[config.mk]
export PLATFORM = sky130hd
export DESIGN_NAME = arp_resolver
export DESIGN_NICKNAME = d
export VERILOG_FILES = /design/src/rtl/arp_resolver.sv
export SDC_FILE = /design/constraint.sdc
export NUM_CORES = 1
export LEC_CHECK = 0
export BUFFER_PORTS_ARGS = -buffer_cell sky130_fd_sc_hd__buf_2
export CAP_MARGIN = 25
export CORE_ASPECT_RATIO = 0.7
export CORE_MARGIN = 4
export CORE_UTILIZATION = 51
export CTS_CLUSTER_DIAMETER = 40
export DETAILED_ROUTE_END_ITERATION = 8
export PLACE_DENSITY = 0.73
export SYNTH_ARGS = -nofsm -noshare
export SYNTH_HDL_FRONTEND = slang
export SYNTH_SLANG_ARGS = --single-unit
[constraint.sdc]
create_clock -name Clk -period 7.85 [get_ports Clk]
set_input_delay 2.355 -clock Clk [delete_from_list [all_inputs] [get_ports Clk]]
set_output_delay 2.355 -clock Clk [all_outputs]
set_load 0.03 [all_outputs]
[src/rtl/arp_resolver.sv]
// arp_resolver: ARP initiator. On a Resolve pulse it latches TargetIP and
// requests the tx path. On each rising edge of TxGrant it sends a 60-byte
// broadcast ARP request. The parser watches rx frames for the matching
// reply and delivers the sender MAC. It retries after TIMEOUT_CYC idle
// cycles and reports Failed after MAX_TRY transmissions.
//
// Ports
//   Clk, Rst             clock, asynchronous active-high reset
//   Resolve, TargetIP    start pulse and the IP to resolve
//   InnerMAC, InnerIP    local addresses
//   SoFIn/EoFIn/ValIn/ErrIn/DataIn  rx ARP payload byte stream
//   TxGrant, MODE        tx arbiter grant (level), byte rate select
//   TxReq/FrameOut/ValOut/SoFOut/EoFOut/DataOut  tx byte stream
//   Busy, Resolved, Failed, ResolvedMAC  status
//   StateDbg             current FSM state (debug)
//
// Tx handshake: a frame starts only on a 0->1 transition of TxGrant while
// TxReq is high. After that it runs to completion regardless of the grant.
// A byte is transferred on every cycle with ValOut high. No backpressure.
module arp_resolver #(
  parameter int TIMEOUT_CYC = 25000000,
  parameter int MAX_TRY     = 3
) (
  input  logic        Clk,
  input  logic        Rst,
  input  logic        Resolve,
  input  logic [31:0] TargetIP,
  input  logic [47:0] InnerMAC,
  input  logic [31:0] InnerIP,
  input  logic        SoFIn,
  input  logic        EoFIn,
  input  logic        ValIn,
  input  logic        ErrIn,
  input  logic [7:0]  DataIn,
  input  logic        TxGrant,
  input  logic        MODE,
  output logic        TxReq,
  output logic        FrameOut,
  output logic        ValOut,
  output logic        SoFOut,
  output logic        EoFOut,
  output logic [7:0]  DataOut,
  output logic        Busy,
  output logic        Resolved,
  output logic        Failed,
  output logic [47:0] ResolvedMAC,
  output logic [2:0]  StateDbg
);
  localparam int TW_RAW = $clog2(TIMEOUT_CYC + 1);
  localparam int TW     = (TW_RAW > 24) ? TW_RAW : 24;
  localparam logic [TW-1:0] TIMEOUT_LD = TW'(TIMEOUT_CYC);
  localparam logic [3:0]    MAX_TRY_L  = 4'(MAX_TRY);

  typedef enum logic [2:0] {
    S_IDLE = 3'd0, S_REQ = 3'd1, S_SEND = 3'd2,
    S_WAIT = 3'd3, S_DONE = 3'd4, S_FAIL = 3'd5
  } state_t;

  state_t        state_q;
  logic [31:0]   tgt_ip_q;
  logic [3:0]    try_q;
  logic [TW-1:0] timer_q;
  logic          grant_q, grant_prev_q;
  logic [5:0]    tx_idx_q;
  logic          tx_gap_q, tx_end_q, match_pend_q;
  logic          tx_req_q, frame_q, val_q, sof_q, eof_q;
  logic [7:0]    data_q;
  logic          resolved_q, failed_q;
  logic [47:0]   res_mac_q, shadow_q;
  logic [7:0]    rx_idx_q;
  logic          rx_ok_q;

  // MSB-first byte selects.
  function automatic logic [7:0] mac_byte(input logic [47:0] mac, input logic [5:0] k);
    case (k)
      6'd0:    return mac[47:40];
      6'd1:    return mac[39:32];
      6'd2:    return mac[31:24];
      6'd3:    return mac[23:16];
      6'd4:    return mac[15:8];
      default: return mac[7:0];
    endcase
  endfunction

  function automatic logic [7:0] ip_byte(input logic [31:0] ip, input logic [7:0] k);
    case (k)
      8'd0:    return ip[31:24];
      8'd1:    return ip[23:16];
      8'd2:    return ip[15:8];
      default: return ip[7:0];
    endcase
  endfunction

  // Fixed reply header: htype 1, ptype 0800, hlen 6, plen 4, opcode 2.
  function automatic logic [7:0] hdr_byte(input logic [7:0] k);
    case (k)
      8'd1:    return 8'h01;
      8'd2:    return 8'h08;
      8'd4:    return 8'h06;
      8'd5:    return 8'h04;
      8'd7:    return 8'h02;
      default: return 8'h00;
    endcase
  endfunction

  // Request byte for the current tx index.
  logic [7:0] tx_byte_d;
  logic [5:0] tx_off_d;
  always_comb begin
    tx_byte_d = 8'h00;
    tx_off_d  = '0;
    if (tx_idx_q < 6'd6) begin
      tx_byte_d = 8'hFF;
    end else if (tx_idx_q < 6'd12) begin
      tx_off_d  = tx_idx_q - 6'd6;
      tx_byte_d = mac_byte(InnerMAC, tx_off_d);
    end else if (tx_idx_q < 6'd22) begin
      case (tx_idx_q)
        6'd12, 6'd16: tx_byte_d = 8'h08;
        6'd13, 6'd18: tx_byte_d = 8'h06;
        6'd15, 6'd21: tx_byte_d = 8'h01;
        6'd19:        tx_byte_d = 8'h04;
        default:      tx_byte_d = 8'h00;
      endcase
    end else if (tx_idx_q < 6'd28) begin
      tx_off_d  = tx_idx_q - 6'd22;
      tx_byte_d = mac_byte(InnerMAC, tx_off_d);
    end else if (tx_idx_q < 6'd32) begin
      tx_off_d  = tx_idx_q - 6'd28;
      tx_byte_d = ip_byte(InnerIP, {2'b00, tx_off_d});
    end else if (tx_idx_q >= 6'd38 && tx_idx_q < 6'd42) begin
      tx_off_d  = tx_idx_q - 6'd38;
      tx_byte_d = ip_byte(tgt_ip_q, {2'b00, tx_off_d});
    end
  end

  // Rx parser: rx_ok accumulates "every checked byte so far matched".
  // SoF restarts the frame, so a frame cut short by a new SoF is dropped.
  logic [7:0] rx_cur_d, rx_idx_d, rx_off_d;
  logic       rx_byte_ok_d, rx_ok_d, rx_match_d;
  always_comb begin
    rx_cur_d     = SoFIn ? 8'd0 : rx_idx_q;
    rx_idx_d     = (rx_cur_d == 8'hFF) ? 8'hFF : rx_cur_d + 8'd1;
    rx_off_d     = '0;
    rx_byte_ok_d = 1'b1;
    if (rx_cur_d < 8'd8) begin
      rx_byte_ok_d = (DataIn == hdr_byte(rx_cur_d));
    end else if (rx_cur_d >= 8'd14 && rx_cur_d <= 8'd17) begin
      rx_off_d     = rx_cur_d - 8'd14;
      rx_byte_ok_d = (DataIn == ip_byte(tgt_ip_q, rx_off_d));
    end else if (rx_cur_d >= 8'd24 && rx_cur_d <= 8'd27) begin
      rx_off_d     = rx_cur_d - 8'd24;
      rx_byte_ok_d = (DataIn == ip_byte(InnerIP, rx_off_d));
    end
    rx_ok_d    = (SoFIn ? 1'b1 : rx_ok_q) & rx_byte_ok_d;
    rx_match_d = ValIn & EoFIn & ~ErrIn & (rx_cur_d >= 8'd27) & rx_ok_d;
  end

  always_ff @(posedge Clk or posedge Rst) begin
    if (Rst) begin
      state_q      <= S_IDLE;
      tgt_ip_q     <= '0;
      try_q        <= '0;
      timer_q      <= '0;
      grant_q      <= 1'b0;
      grant_prev_q <= 1'b0;
      tx_idx_q     <= '0;
      tx_gap_q     <= 1'b0;
      tx_end_q     <= 1'b0;
      match_pend_q <= 1'b0;
      tx_req_q     <= 1'b0;
      frame_q      <= 1'b0;
      val_q        <= 1'b0;
      sof_q        <= 1'b0;
      eof_q        <= 1'b0;
      data_q       <= '0;
      resolved_q   <= 1'b0;
      failed_q     <= 1'b0;
      res_mac_q    <= '0;
      shadow_q     <= '0;
      rx_idx_q     <= '0;
      rx_ok_q      <= 1'b0;
    end else begin
      grant_q      <= TxGrant;
      grant_prev_q <= grant_q;

      if (ValIn) begin
        rx_idx_q <= rx_idx_d;
        rx_ok_q  <= EoFIn ? 1'b0 : rx_ok_d;
        if (rx_cur_d >= 8'd8 && rx_cur_d <= 8'd13)
          shadow_q <= {shadow_q[39:0], DataIn};
      end

      case (state_q)
        S_IDLE, S_DONE, S_FAIL: begin
          if (Resolve) begin
            tgt_ip_q     <= TargetIP;
            resolved_q   <= 1'b0;
            failed_q     <= 1'b0;
            try_q        <= '0;
            match_pend_q <= 1'b0;
            tx_req_q     <= 1'b1;
            state_q      <= S_REQ;
          end
        end
        S_REQ: begin
          if (rx_match_d) begin
            resolved_q <= 1'b1;
            res_mac_q  <= shadow_q;
            tx_req_q   <= 1'b0;
            state_q    <= S_DONE;
          end else if (grant_q && !grant_prev_q) begin
            tx_idx_q <= '0;
            tx_gap_q <= 1'b0;
            tx_end_q <= 1'b0;
            state_q  <= S_SEND;
          end
        end
        S_SEND: begin
          // A reply seen mid-frame is recorded now; the frame still completes.
          if (rx_match_d) begin
            resolved_q   <= 1'b1;
            res_mac_q    <= shadow_q;
            match_pend_q <= 1'b1;
          end
          if (tx_end_q) begin
            frame_q  <= 1'b0;
            val_q    <= 1'b0;
            sof_q    <= 1'b0;
            eof_q    <= 1'b0;
            data_q   <= '0;
            tx_req_q <= 1'b0;
            try_q    <= try_q + 4'd1;
            timer_q  <= TIMEOUT_LD;
            state_q  <= (match_pend_q || rx_match_d) ? S_DONE : S_WAIT;
          end else if (tx_gap_q) begin
            // MODE=0 gap cycle: DataOut holds the previous byte.
            val_q    <= 1'b0;
            sof_q    <= 1'b0;
            eof_q    <= 1'b0;
            tx_gap_q <= 1'b0;
          end else begin
            frame_q  <= 1'b1;
            val_q    <= 1'b1;
            data_q   <= tx_byte_d;
            sof_q    <= (tx_idx_q == 6'd0);
            eof_q    <= (tx_idx_q == 6'd59);
            tx_gap_q <= !MODE && (tx_idx_q != 6'd59);
            tx_end_q <= (tx_idx_q == 6'd59);
            tx_idx_q <= tx_idx_q + 6'd1;
          end
        end
        S_WAIT: begin
          // Match takes priority over timeout expiry.
          if (rx_match_d) begin
            resolved_q <= 1'b1;
            res_mac_q  <= shadow_q;
            state_q    <= S_DONE;
          end else if (timer_q == '0) begin
            if (try_q < MAX_TRY_L) begin
              tx_req_q <= 1'b1;
              state_q  <= S_REQ;
            end else begin
              failed_q <= 1'b1;
              state_q  <= S_FAIL;
            end
          end else begin
            timer_q <= timer_q - 1'b1;
          end
        end
        default: state_q <= S_IDLE;
      endcase
    end
  end

  assign TxReq       = tx_req_q;
  assign FrameOut    = frame_q;
  assign ValOut      = val_q;
  assign SoFOut      = sof_q;
  assign EoFOut      = eof_q;
  assign DataOut     = data_q;
  assign Busy        = (state_q == S_REQ) || (state_q == S_SEND) || (state_q == S_WAIT);
  assign Resolved    = resolved_q;
  assign Failed      = failed_q;
  assign ResolvedMAC = res_mac_q;
  assign StateDbg    = state_q;
endmodule

# ---- Word-level counts from Yosys, hierarchy flattened
# Cells that the tools add are included.
dict set report totals {
  input_bits 129
  out_inout_bits 67
  register_bits 195
  word_cells 235
}
dict set report classes {
  n_lt_le_gt_ge 16
  n_eq_ne 56
  n_mux 80
  n_bitwise 6
  reduce_logical 45
  n_addsub 10
}
# cell n
set op_table {}
lappend op_table {{8-bit 2-to-1 mux} 16}
lappend op_table {{8-bit one-hot mux with 3 select lines} 4}
lappend op_table {{8-bit one-hot mux with 5 select lines} 2}
lappend op_table {{25-bit 2-to-1 mux} 3}
lappend op_table {{25-bit one-hot mux with 2 select lines} 1}
lappend op_table {{6-bit by 2-bit == test with 1-bit output, second input constant} 6}
lappend op_table {{6-bit zero test} 5}
lappend op_table {{1-bit 2-to-1 mux} 29}
lappend op_table {{2-bit != test, second input constant} 13}
lappend op_table {{25-bit zero test} 1}
lappend op_table {{25-bit by 1-bit subtractor with 25-bit output, second input constant} 1}
lappend op_table {{6-bit by 1-bit == test with 1-bit output, second input constant} 4}
lappend op_table {{6-bit by 5-bit == test with 1-bit output, second input constant} 4}
lappend op_table {{8-bit by 1-bit == test with 1-bit output, second input constant} 3}
lappend op_table {{8-bit by 2-bit == test with 1-bit output, second input constant} 3}
lappend op_table {{8-bit by 3-bit == test with 1-bit output, second input constant} 3}
lappend op_table {{8-bit == test} 3}
lappend op_table {{3-bit 2-to-1 mux} 8}
lappend op_table {{6-bit 2-to-1 mux} 4}
lappend op_table {{4-bit one-hot mux with 5 select lines} 1}
lappend op_table {{6-bit by 4-bit == test with 1-bit output, second input constant} 3}
lappend op_table {{8-bit by 4-bit greater-or-equal comparator with 1-bit output, second input constant} 2}
lappend op_table {{8-bit by 5-bit greater-or-equal comparator with 1-bit output, second input constant} 2}
lappend op_table {{8-bit by 5-bit less-or-equal comparator with 1-bit output, second input constant} 2}
lappend op_table {{48 further kinds} 90}

# ---- Longest topological paths before layout
# Gate-level depths: netlist (run 1).
dict set report logic_depth {
  ltp_word 17
  ltp_mapped 18
  mapped_depth_nobuf 12
}

# ---- Worst setup path before layout (run 1)
# Ideal clock, no wire load.
dict set report synth_timing {
  path_kind {input to register}
  start {input port SoFIn}
  end {register res_mac_q[31], in the netlist ResolvedMAC[31]}
  t_required_ns 7.725
  n_path_buf 5
  slack_ns 2.206
  setup_time_ns 0.125
  arrival_ns 5.518
  path_stages 16
  cell_sequence {buf_6 > nor2b_1 > inv_1 > ha_1 > clkbuf_1 > nor3_1 > nor3_1 > a2111oi_0 > o221ai_1 > o311ai_4 > and2_1 > buf_4 > nand2_2 > buf_6 > buf_6 > mux2_4}
}
dict set report synth_between {
  elab_chain_cells 14
  elab_cells_between_ends 42
  cone_classes {add/sub: 2; order compare: 6; eq/ne: 12; mux: 14; bitwise: 3; reduce/logical: 5}
}
# element line
set synth_lines {}
lappend synth_lines {{start, declared} 30} ;# input logic SoFIn,
lappend synth_lines {{8-bit 2-to-1 mux} 142} ;# rx_cur_d = SoFIn ? 8'd0 : rx_idx_q;
lappend synth_lines {{8-bit by 5-bit subtractor with 8-bit output} 152} ;# rx_off_d = rx_cur_d - 8'd24;
lappend synth_lines {{8-bit by 2-bit == test with 1-bit output, or another cell as far along} 86} ;# case (k)
lappend synth_lines {{8-bit one-hot mux with 3 select lines} 86}
lappend synth_lines {{8-bit 2-to-1 mux} 151} ;# end else if (rx_cur_d >= 8'd24 && rx_cur_d <= 8'd27) begin
lappend synth_lines {{8-bit 2-to-1 mux} 148} ;# end else if (rx_cur_d >= 8'd14 && rx_cur_d <= 8'd17) begin
lappend synth_lines {{8-bit 2-to-1 mux} 146} ;# if (rx_cur_d < 8'd8) begin
lappend synth_lines {{8-bit == test} 153} ;# rx_byte_ok_d = (DataIn == ip_byte(InnerIP, rx_off_d));
lappend synth_lines {{1-bit 2-to-1 mux} 151}
lappend synth_lines {{1-bit 2-to-1 mux} 148}
lappend synth_lines {{1-bit 2-to-1 mux} 146}
lappend synth_lines {{1-bit bitwise AND} 155} ;# rx_ok_d = (SoFIn ? 1'b1 : rx_ok_q) & rx_byte_ok_d;
lappend synth_lines {{1-bit bitwise AND *} 156} ;# rx_match_d = ValIn & EoFIn & ~ErrIn & (rx_cur_d >= 8'd27) & rx_ok_d;
lappend synth_lines {{2-bit AND reduction (no source line) *} --}
lappend synth_lines {{end signal, assigned} 209} ;# res_mac_q <= shadow_q;
lappend synth_lines {{end signal, assigned} 223} ;# res_mac_q <= shadow_q;
lappend synth_lines {{end signal, assigned} 257} ;# res_mac_q <= shadow_q;
lappend synth_lines {{end, declared} 69} ;# logic [47:0] res_mac_q, shadow_q;
# Mark *: on every way between the ends. The rest lies on a longest branch, timed or not. The select of a mux whose other input is x is not followed.
# A chain may end at the register's enable or synchronous reset.

# ---- Worst setup path in the final report (run 1)
dict set report layout_timing {
  start {input port SoFIn}
  end {register res_mac_q[19], in the netlist ResolvedMAC[19]}
}
# Same word-level chain as after synthesis.

==> metrics.txt, run 1 <==
initial antenna violation count 3; Filler cells ~1700; final wirelength about 30 mm; clock slew at reported path FFs ~0.08 ns; Post-CTS Setup Bufs 0; die width about 180 µm; Pre-antenna DRT Iters 7; critical path startpoint SoFIn; Via-to-Cell Ratio 6.09; status completed; leading area contributor after synthesis dfrtp_1; WP data required slightly above 8 ns; HPWL Detailed 21.2 mm; Setup TNS Final 0 ns; Hold WS between 0.3 and 0.4 ns; slowest stage delay, CP approximately 0.73 ns; combinational share of power just under 30%; pwr dens 278 mW/mm²; Worst R2R End ResolvedMAC[19]; clock share of power between 20% and 30%; synth unique cells slightly below 70; Slew headroom 29.4%; Post-synth EDFFs 0; DR vias 9170; drt drc 0; RR Startpoint rx_idx_q[1]; RSZ-0062 raised after global routing no; Yosys top cell area share 47.1%; Die Ht about 130 µm; Overflow after GRT 0; worst slew pin tran 1.05 ns; layout cell share with drive strength beyond 1 around 28%; Routed Antenna Nets 0; Worst Path Buf+Inv 4; reg2reg setup slack approximately 3.3 ns; Final Cycle Share 79.7%; PortBufs roughly 200; Clock Path Buffers 2; skew final approximately 0.011 ns; crit path to ResolvedMAC[19]; asr flop ratio synth 100%; Iteration-0 DRC Markers 1231; fin crit period roughly 6.3 ns; root buf cell clkbuf_16; CTS Hold Bufs 0; I/O Pins 196; Final Util about three fifths; post-CTS resize count 0; worst-path fanout max around 50; placement row count 43; gate count of the mapped netlist 1051; Seq/Total Area, Yosys about 47%; total track usage about a quarter; Worst Setup Path Type input port to flip-flop; Synthesized Nets around 1200; CTS tree done; area of the mapped netlist 0.0104 mm²; worst-skew pair later-pin latency roughly 0.44 ns; NumNets Final 1361; Die Area 0.0227 mm²; CP Capture Type flip-flop; Fmax 0.160 GHz; arrival time worst endpoint about 6.6 ns; Avg Cell Area, Syn slightly below 10 µm²; leakage 0.00595 µW; Setup crit start kind input port; Net Sw Power 1280 µW; first-pass GRT wire length 46.0 mm; CP Cell Sequence buf_2 -> inv_1 -> nand2_1 -> ha_1 -> nor3_1 -> nor3_1 -> a2111oi_0 -> o221ai_1 -> o311ai_4 -> buf_4 -> and2_1 -> nand2_2 -> buf_4 -> mux2_2; Primary FF master, synth dfrtp_1; Slew Viols, Final 0; Max Cap Viol 0; largest net degree at the start of global routing 146; CORE AREA between 0.015 and 0.02 mm²; vias in the first global route 8578; hold violation total from the final report 0; Yosys reg bits slightly below 200; Int Pwr roughly 2100 µW; slowest CP cell ha_1; Pwr Total ~3400 µW; CP Depth 14; Sw Share between 30% and 40%; HP Start grant_q; Synth warnings 0; Clock Sinks between 150 and 200; Flop pwr share around 43%; GP Congestion about 1.0; setup violators final 0; CTS Buf Count 17; R2R depth 12; worst min path class flip-flop to flip-flop; Initial Util 52.1%; CP delay by family, top simple AND/OR/NAND/NOR gates; per-cell routed wire length 19.5 µm; top cells by area, synth dfrtp_1 47%, mux2_2 9.1%, nand2_1 7.2%; Area Overhead vs Synth 17.7%; Max VDD drop roughly 0.17 mV; htree depth 4
final cells by class:
cell class / count / area (µm²) / area share (%)
Clock buffer: 17 / 425 / 3.49
Inverter: 28 / 113 / 0.923
Sequential cell: 195 / 4880 / 40.0
Antenna cell: 3 / 7.51 / 0.0616
Timing Repair Buffer: 208 / 1090 / 8.90
Clock inverter: 15 / 223 / 1.83
Tap cell: 270 / 338 / 2.77
Multi-Input combinational cell: 769 / 5120 / 42.0
logic make-up (layout without fill, tap and decap cells):
family,count (synthesis),after routing,synth area share (%)
other,0,3,0
AOI/OAI and AO/OA,260,260,18.2
muxes,108,108,11.9
DFF,195,195,47.1
adders and majority gates,13,13,1.57
and+or+nand+nor,370,370,16.2
xor gates and xnor gates,18,18,1.52
buffers and inverters,87,268,3.51
worst min path at each step:
stage                        end  slack, ns  cells past startpoint
finish              grant_prev_q       0.38                      0
global route        grant_prev_q       0.40                      0
CTS                 grant_prev_q       0.39                      0
detailed placement  grant_prev_q       0.37                      0
global placement    grant_prev_q       0.36                      0
floorplan           grant_prev_q       0.35                      0
flip-flops by register name, indices dropped and copies added, names as in the netlist:
signal        flops
grant_q           1
rx_idx_q          8
tx_end_q          1
SoFOut            1
ResolvedMAC      48
DataOut           8
tgt_ip_q         32
rx_ok_q           1
FrameOut          1
Resolved          1
TxReq             1
ValOut            1
tx_idx_q          6
StateDbg          3
try_q             4
match_pend_q      1
tx_gap_q          1
grant_prev_q      1
EoFOut            1
timer_q          25
Failed            1
shadow_q         48
cells in the mapped netlist (8+ instances only):
cell,number
a21oi_1,38
a221oi_1,14
a222oi_1,25
a22o_1,11
a22oi_1,34
a31oi_1,16
and2_1,9
clkbuf_1,44
dfrtp_1,195
ha_1,13
inv_1,28
mux2_2,84
mux2_4,9
mux2i_1,15
nand2_1,198
nand2b_1,8
nand3_1,15
nor2_1,61
nor2b_1,8
nor3_1,19
o21ai_0,44
o31ai_1,13
xnor2_1,12
per-stage QoR:
| step | cell area (µm²) | cells | worst slack [ns] |
|---|---|---|---|
| 4_1_cts | 12200 | 1499 | 1.73 |
| 2_1_floorplan | 10400 | 1051 | 0.183 |
| 3_5_place_dp | 11500 | 1467 | 1.25 |
| 3_3_place_gp | 11500 | 1466 | 1.40 |
| 5_1_grt | 12200 | 1505 | 1.38 |
| 6_report | 12200 | 1505 | 1.59 |
per-layer routing:
metal,vias up,global-route usage (%),routed length [µm]
li1,4219,-,-
met1,4430,39.5,13300
met2,476,34.5,12300
met3,45,8.13,3160
met4,0,7.04,529
met5,-,0,0
placed cells by master, fill, tap and decap left out, types with 6 or more instances in the layout:
| master | instances |
|---|---|
| buf_2 | 198 |
| nand2_1 | 197 |
| dfrtp_1 | 195 |
| mux2_2 | 84 |
| nor2_1 | 61 |
| o21ai_0 | 44 |
| a21oi_1 | 38 |
| a22oi_1 | 34 |
| inv_1 | 27 |
| a222oi_1 | 25 |
| nor3_1 | 19 |
| clkbuf_16 | 17 |
| a31oi_1 | 16 |
| nand3_1 | 15 |
| mux2i_1 | 15 |
| a221oi_1 | 14 |
| o31ai_1 | 13 |
| ha_1 | 13 |
| xnor2_1 | 12 |
| a22o_1 | 11 |
| and2_1 | 9 |
| mux2_4 | 9 |
| buf_4 | 9 |
| nand2b_1 | 8 |
| nor2b_1 | 8 |
| o221ai_1 | 7 |
| nor4_1 | 7 |
| or3_1 | 6 |
| xor2_1 | 6 |
| nand4_1 | 6 |
| or4_1 | 6 |
| o22ai_1 | 6 |
| inv_8 | 6 |
worst register-to-register path, cell delays in order, from the launching register on:
cell,delay (ns)
dfrtp_1,0.43
nor2b_1,0.28
ha_1,0.76
nor3_1,0.24
nor3_1,0.56
a2111oi_0,0.15
o221ai_1,0.33
o311ai_4,0.13
buf_4,0.23
and2_1,0.25
nand2_2,0.10
buf_4,0.53
mux2_2,0.49
power groups by stage:
stage | Sequential (µW) | Combinational [µW] | Clock [µW]
after floorplan | 1480 | 623 | 0
after global placement | 1470 | 951 | 0
after detailed placement | 1480 | 965 | 0
after CTS | 1460 | 973 | 957
after global routing | 1500 | 1090 | 1000
final | 1470 | 986 | 941
No activity file was read; power rests on OpenSTA's default activity.
==> run 2: changes to the inputs <==
--- a/config.mk
+++ b/config.mk
@@ -5,14 +5,15 @@
 export SDC_FILE = /design/constraint.sdc
 export NUM_CORES = 1
 export LEC_CHECK = 0
+export ABC_AREA = 1
 export BUFFER_PORTS_ARGS = -buffer_cell sky130_fd_sc_hd__buf_2
 export CAP_MARGIN = 25
 export CORE_ASPECT_RATIO = 0.7
 export CORE_MARGIN = 4
-export CORE_UTILIZATION = 51
+export CORE_UTILIZATION = 52
 export CTS_CLUSTER_DIAMETER = 40
 export DETAILED_ROUTE_END_ITERATION = 8
-export PLACE_DENSITY = 0.73
+export PLACE_DENSITY = 0.74
 export SYNTH_ARGS = -nofsm -noshare
 export SYNTH_HDL_FRONTEND = slang
 export SYNTH_SLANG_ARGS = --single-unit
==> constraint.sdc (replaced) <==
create_clock -name Clk -period 5.37 [get_ports Clk]
set_input_delay 1.611 -clock Clk [delete_from_list [all_inputs] [get_ports Clk]]
set_output_delay 1.611 -clock Clk [all_outputs]
set_load 0.03 [all_outputs]
==> run 2 against run 1 <==
  * First-iteration DRC count shrank 4.5%
  * Final area up 9.5%
  * Hold slack worse by 0.0012 ns
==> metrics.txt, run 2 <==
status completed; Via-to-Cell Ratio ~5.4; GP Congestion 0.967; Flop pwr share 39.6%; Yosys top cell area share between 40% and 50%; die width 185 µm; CTS tree done; Clock Sinks slightly below 200; combinational share of power between 40% and 50%; Die Area 0.0245 mm²; Compound-Gate Fraction of Synth Area between 10% and 20%; Antenna Diode Count 0; Area Overhead vs Synth 16.8%; slowest CP cell nand4_2; WP data required about 5.7 ns; Primary FF master, synth dfrtp_1; Worst Setup Path Type input port to flip-flop; CORE AREA about 0.022 mm²; Initial Util ~53%; drt drc 0; largest family of logic cells by synthesized area simple AND/OR/NAND/NOR gates; worst-skew pair later-pin latency about 0.45 ns; largest net degree at the start of global routing 84; first-pass GRT wire length about 55 mm; Post-CTS Setup Bufs 0; Synth warnings 0; Int Pwr approximately 3500 µW; initial antenna violation count 2; top cells by area, synth dfrtp_1 43%, nand2_1 18%, inv_1 5.9%; Final Cycle Share 86.5%; worst min path class flip-flop to flip-flop; RSZ-0062 raised after global routing no; placement row count 45; HPWL Detailed 25.8 mm; mux share of post-synthesis cell area 0%; count leader, synth nand2_1; htree depth 4; Placed Area around 0.013 mm²; DR vias 11300; CTS Hold Bufs 0; Pwr Total 6420 µW; synth unique cells 50; asr flop ratio synth 100%; clock share of power between 10% and 20%; Post-Synth Adder-Cell Area 1.42%; CP Capture Type flip-flop; most used cell, CP nand2_1; reg2reg setup slack roughly 1.6 ns; Synthesized Nets 1750; layout cell share with drive strength beyond 1 roughly 16%; Pre-antenna DRT Iters 5; vias in the first global route 10700; leading area contributor after synthesis dfrtp_1; Routed Antenna Nets 0; post-route cell area about 0.013 mm²; most common cell after layout, fill and taps aside nand2_1; commonest cells after routing, fill and taps aside 543 x nand2_1, 195 x dfrtp_1, 195 x buf_2, 180 x inv_1, 151 x nor2_1; Max VDD drop approximately 0.29 mV; PortBufs just under 200; gate count of the mapped netlist 1608; Seq/Total Area, Yosys 42.7%; Avg Cell Area, Syn between 7 and 8 µm²; Final Util between 60% and 70%; root buf cell clkbuf_16; skew final roughly 0.014 ns; worst-path fanout max 73; Post-synth EDFFs 0; Slew headroom approximately two fifths; simple-gate area share of the yosys netlist between 30% and 40%; most frequent cells after synthesis 543 x nand2_1, 195 x dfrtp_1, 181 x inv_1, 151 x nor2_1, 109 x nand3_1; I/O Pins slightly below 200; Die Ht between 100 and 150 µm; Iteration-0 DRC Markers ~1200; area of the mapped netlist around 0.011 mm²; Sw Share around 45%; post-CTS resize count 0; Overflow after GRT 0; Fmax about 0.22 GHz; final wirelength approximately 34 mm; XOR/XNOR Fraction of Synth Area under 10%; Max Cap Viol 0; setup violators final 0; CTS Buf Count 17; Worst Path Buf+Inv 5; worst slew pin tran 0.908 ns; NumNets Final roughly 1900; arrival time worst endpoint a little under 5 ns; total track usage between 20% and 30%; Net Sw Power ~2900 µW; Setup crit start kind input port; slowest stage delay, CP between 0.3 and 0.4 ns; CP delay by family, top simple AND/OR/NAND/NOR gates; pwr dens 481 mW/mm²; fin crit period roughly 4.6 ns; hold violation total from the final report 0; Yosys reg bits just under 200; Slew Viols, Final 0; Setup TNS Final 0 ns; clock slew at reported path FFs 0.08 ns; CP Cell Sequence buf_2 -> nor2_1 -> inv_1 -> ha_1 -> inv_1 -> nor2_4 -> nand3_1 -> nand2_2 -> nor2_4 -> nand2_1 -> nand2_1 -> nand2_1 -> nand2_1 -> nand2_1 -> nor2_1 -> nand2_1 -> nand2_1 -> nand4_2 -> nor2_4 -> inv_2 -> buf_4 -> nand2_1 -> o21ai_1; Clock Path Buffers 2; per-cell routed wire length between 15 and 20 µm; leakage 0.00709 µW
## run 2: changes by cell type after synthesis, moves of 11 or more
cell	change
nand2_1	+345
inv_1	+153
nand3_1	+94
nor2_1	+90
mux2_2	-84
o21ai_0	+39
a22oi_1	-26
a222oi_1	-25
nand4_1	+25
o21ai_1	+24
o22ai_1	+22
clkbuf_1	-16
mux2i_1	-15
o31ai_1	-11
## run 2: cells by family after synthesis
logic type	count (synthesis)
AND/OR/NAND/NOR	891
AO/OA/AOI/OAI	254
buffers and inverters	236
flip-flops	195
XOR/XNOR	19
adder cells (fa/ha/maj)	13
## run 2: layout make-up
class                   instances  area (µm²)
well taps                     282         353
clock buffers                  18         439
clock inverters                14         159
inverters                     192         724
fillers                      2056        8270
repair buffers                211        1160
flip-flops and latches        195        4880
multi-input cells            1177        5640
## run 2: path summary, 6_finish.rpt
kind	startpoint	to	cells after the start
setup / recovery	SoFIn	ResolvedMAC[9]	23
hold / removal	grant_q	grant_prev_q	0
setup reg to reg	rx_idx_q[1]	ResolvedMAC[9]	22
hold reg to reg	grant_q	grant_prev_q	0
max in group asynchronous	Rst	shadow_q[42]	4
min in group asynchronous	Rst	Resolved	3
## run 2: power groups by stage
stage,Sequential [µW],Combinational [µW],Clock (µW)
2_1_floorplan,2840,1480,0
3_3_place_gp,2530,2520,0
3_5_place_dp,2560,2580,0
4_1_cts,2530,2600,1300
5_1_grt,2620,2940,1370
6_report,2540,2600,1280
## run 2: worst reg2reg max path: stages, from the launching register on
cell     delay [ns]
dfrtp_1        0.42
inv_1          0.09
nor2_1         0.07
inv_1          0.13
ha_1           0.29
inv_1          0.13
nor2_2         0.28
nand3_2        0.21
nand2_2        0.13
nor2_4         0.06
nand2_1        0.08
nand3_1        0.09
nand2_1        0.08
nand2_1        0.05
nor2_1         0.13
nand2_1        0.07
nand2_1        0.07
nand4_2        0.37
nor2_4         0.23
inv_2          0.04
buf_4          0.32
nand2_1        0.18
o21ai_1        0.07
## run 2: layer usage
metal	vias up	track usage, %	part of all wire, %
li1	5597	-	-
met1	5226	41.3	47
met2	466	40.8	43
met3	49	6.43	7.8
met4	4	7.74	2.1
met5	-	0	0.077
## run 2: through the flow
stage,instances,hold WS [ns],setup slack (ns)
after global placement,2055,0.362,0.501
final,2089,0.384,0.723
after detailed placement,2055,0.366,0.340
after global routing,2089,0.403,0.379
after floorplan,1608,0.354,1.24
after CTS,2087,0.385,0.782
==> run 3: changes to the inputs <==
--- a/config.mk
+++ b/config.mk
@@ -13,7 +13,8 @@
 export CORE_UTILIZATION = 52
 export CTS_CLUSTER_DIAMETER = 40
 export DETAILED_ROUTE_END_ITERATION = 8
-export PLACE_DENSITY = 0.74
+export PLACE_DENSITY = 0.78
+export REMOVE_ABC_BUFFERS = 1
 export SYNTH_ARGS = -nofsm -noshare
 export SYNTH_HDL_FRONTEND = slang
 export SYNTH_SLANG_ARGS = --single-unit
==> run 3 against run 2 <==
  * Register-to-register slack better by 0.07 ns
  * Fmax up 1.0%
  * Cell count down 0.24%
  * Via count about the same
  * Die area unchanged
  * Clock power about the same
  * Largest power group unchanged
  * Highest routed layer is now met4
==> metrics.txt, run 3 (synthesis gave the netlist of run 2 again) <==
final std cells w/o fill about 2100; placement row count 45; final wirelength around 33 mm; Antenna Diode Count 0; FF+latch area 0.00488 mm²; CORE AREA roughly 0.022 mm²; slowest CP cell nor2_1; worst slew pin tran between 0.8 and 0.9 ns; CTS Buf Count 17; post-route cell area around 0.013 mm²; slowest stage delay, CP between 0.3 and 0.4 ns; Placed Area approximately 0.013 mm²; Worst Hold Depth 0; post-CTS resize count 0; layout cell share with drive strength beyond 1 between 10% and 20%; GP Congestion roughly 0.95; Slew Viols, Final 0; PnR worst setup slack 0.770 ns; skew final roughly 0.013 ns; pwr dens just under 500 mW/mm²; Slew headroom about 42%; setup violators final 0; CTS tree done; per-cell routed wire length 15.9 µm; multi-input logic area about 0.0056 mm²; WP data required about 5.8 ns; first-pass GRT wire length about 54 mm; Initial Util a little over half; Worst Hold End grant_prev_q; HPWL Detailed 25.0 mm; Routed Antenna Nets 0; Area Overhead vs Synth 16.2%; CP delay by family, top simple AND/OR/NAND/NOR gates; vias in the first global route about 10000; worst min path class flip-flop to flip-flop; worst-path fanout max 25; leakage between 0.007 and 0.008 µW; commonest cells after routing, fill and taps aside 543 x nand2_1, 196 x buf_2, 195 x dfrtp_1, 180 x inv_1, 151 x nor2_1; Overflow after GRT 0; R2R depth 13; Setup crit start kind input port; hold violation total from the final report 0; drt drc 0; DR vias approximately 11000; CP Cell Sequence buf_2 -> nor2_1 -> inv_1 -> ha_1 -> inv_1 -> nor2_4 -> nand3_1 -> nand2_2 -> nor2_4 -> nand2_1 -> nand2_1 -> nand2_1 -> nand2_1 -> nand2_1 -> nor2_1 -> nand2_1 -> nand2_1 -> nand4_2 -> buf_4 -> nor2_8 -> nor2_8 -> nand2_4 -> nand2_1 -> nand2_1; htree depth 4; CTS Hold Bufs 0; clock slew at reported path FFs 0.07 ns; Final Util between 60% and 70%; fin crit period between 4 and 5 ns; root buf cell clkbuf_16; reg2reg setup slack about 1.7 ns; largest net degree at the start of global routing 130; CP Capture Type flip-flop; CP Depth 24; Max VDD drop roughly 0.23 mV; Hold WS ~0.37 ns; HP Start grant_q; dpl ws ~0.4 ns; arrival time worst endpoint roughly 5 ns; total track usage between 20% and 30%; RR Startpoint tx_idx_q[5]; most common cell after layout, fill and taps aside nand2_1; Die Ht 132 µm; worst-skew pair later-pin latency around 0.45 ns; Placed Cells 2052; I/O Pins a little under 200; Clock Path Buffers 2; Worst Path Buf+Inv 4; Pre-antenna DRT Iters 6; Clock Sinks between 150 and 200; most used cell, CP nand2_1; die width 185 µm; initial antenna violation count 0; status completed; RSZ-0062 raised after global routing no; Worst Setup Path Type input port to flip-flop; Post-CTS Setup Bufs 0; Via-to-Cell Ratio roughly 5.4; Max Cap Viol 0; NumNets Final just under 2000; Fmax approximately 0.22 GHz; Iteration-0 DRC Markers between 1000 and 1500; Final Cycle Share 85.7%; Worst R2R End DataOut[5]; PortBufs roughly 200; Filler cells about 2000; Die Area 0.0245 mm²
[run 3: power by group]
part / total, µW / switching, µW / internal (µW)
registers: 2530 / 453 / 2070
logic: 2580 / 1770 / 805
clock network: 1280 / 585 / 698
[run 3: worst register-to-register path, delay by kind of cell (launching register included)]
kind | cells | cell delay (ns)
AO/OA/AOI/OAI | 6 | 1.07
buffers and inverters | 3 | 0.95
AND/OR/NAND/NOR | 4 | 0.94
flip-flops | 1 | 0.63
[run 3: worst max-delay path by stage]
stage                      from              end  slack, ns
after floorplan             Rst       DataOut[0]      -1.55
after global placement    SoFIn  ResolvedMAC[13]       0.41
after detailed placement  SoFIn      timer_q[24]       0.40
after CTS                 SoFIn      timer_q[24]       0.87
after global routing      SoFIn       timer_q[5]       0.47
final                     SoFIn      timer_q[24]       0.77
[run 3: layout make-up]
type / count / area share [%]
clock buffers: 20 / 3.29
clock inverters: 11 / 1.09
inverters: 192 / 5.48
multi-input cells: 1177 / 42.5
flip-flops and latches: 195 / 36.7
well taps: 282 / 2.66
repair buffers: 207 / 8.29
[run 3: layer usage]
| metal | up-vias | GRT usage [%] | routed length (µm) |
|---|---|---|---|
| met5 | - | 0 | 0 |
| met4 | 0 | 8.31 | 889 |
| met3 | 64 | 6.48 | 2910 |
| met2 | 507 | 39.1 | 14000 |
| met1 | 5171 | 40.3 | 15400 |
| li1 | 5590 | - | - |
[run 3: through the flow]
stage	TNS (ns)	power [µW]
5_1_grt	0	6870
4_1_cts	0	6400
6_report	0	6390
3_3_place_gp	0	5000
3_5_place_dp	0	5100
2_1_floorplan	-332.79	4270
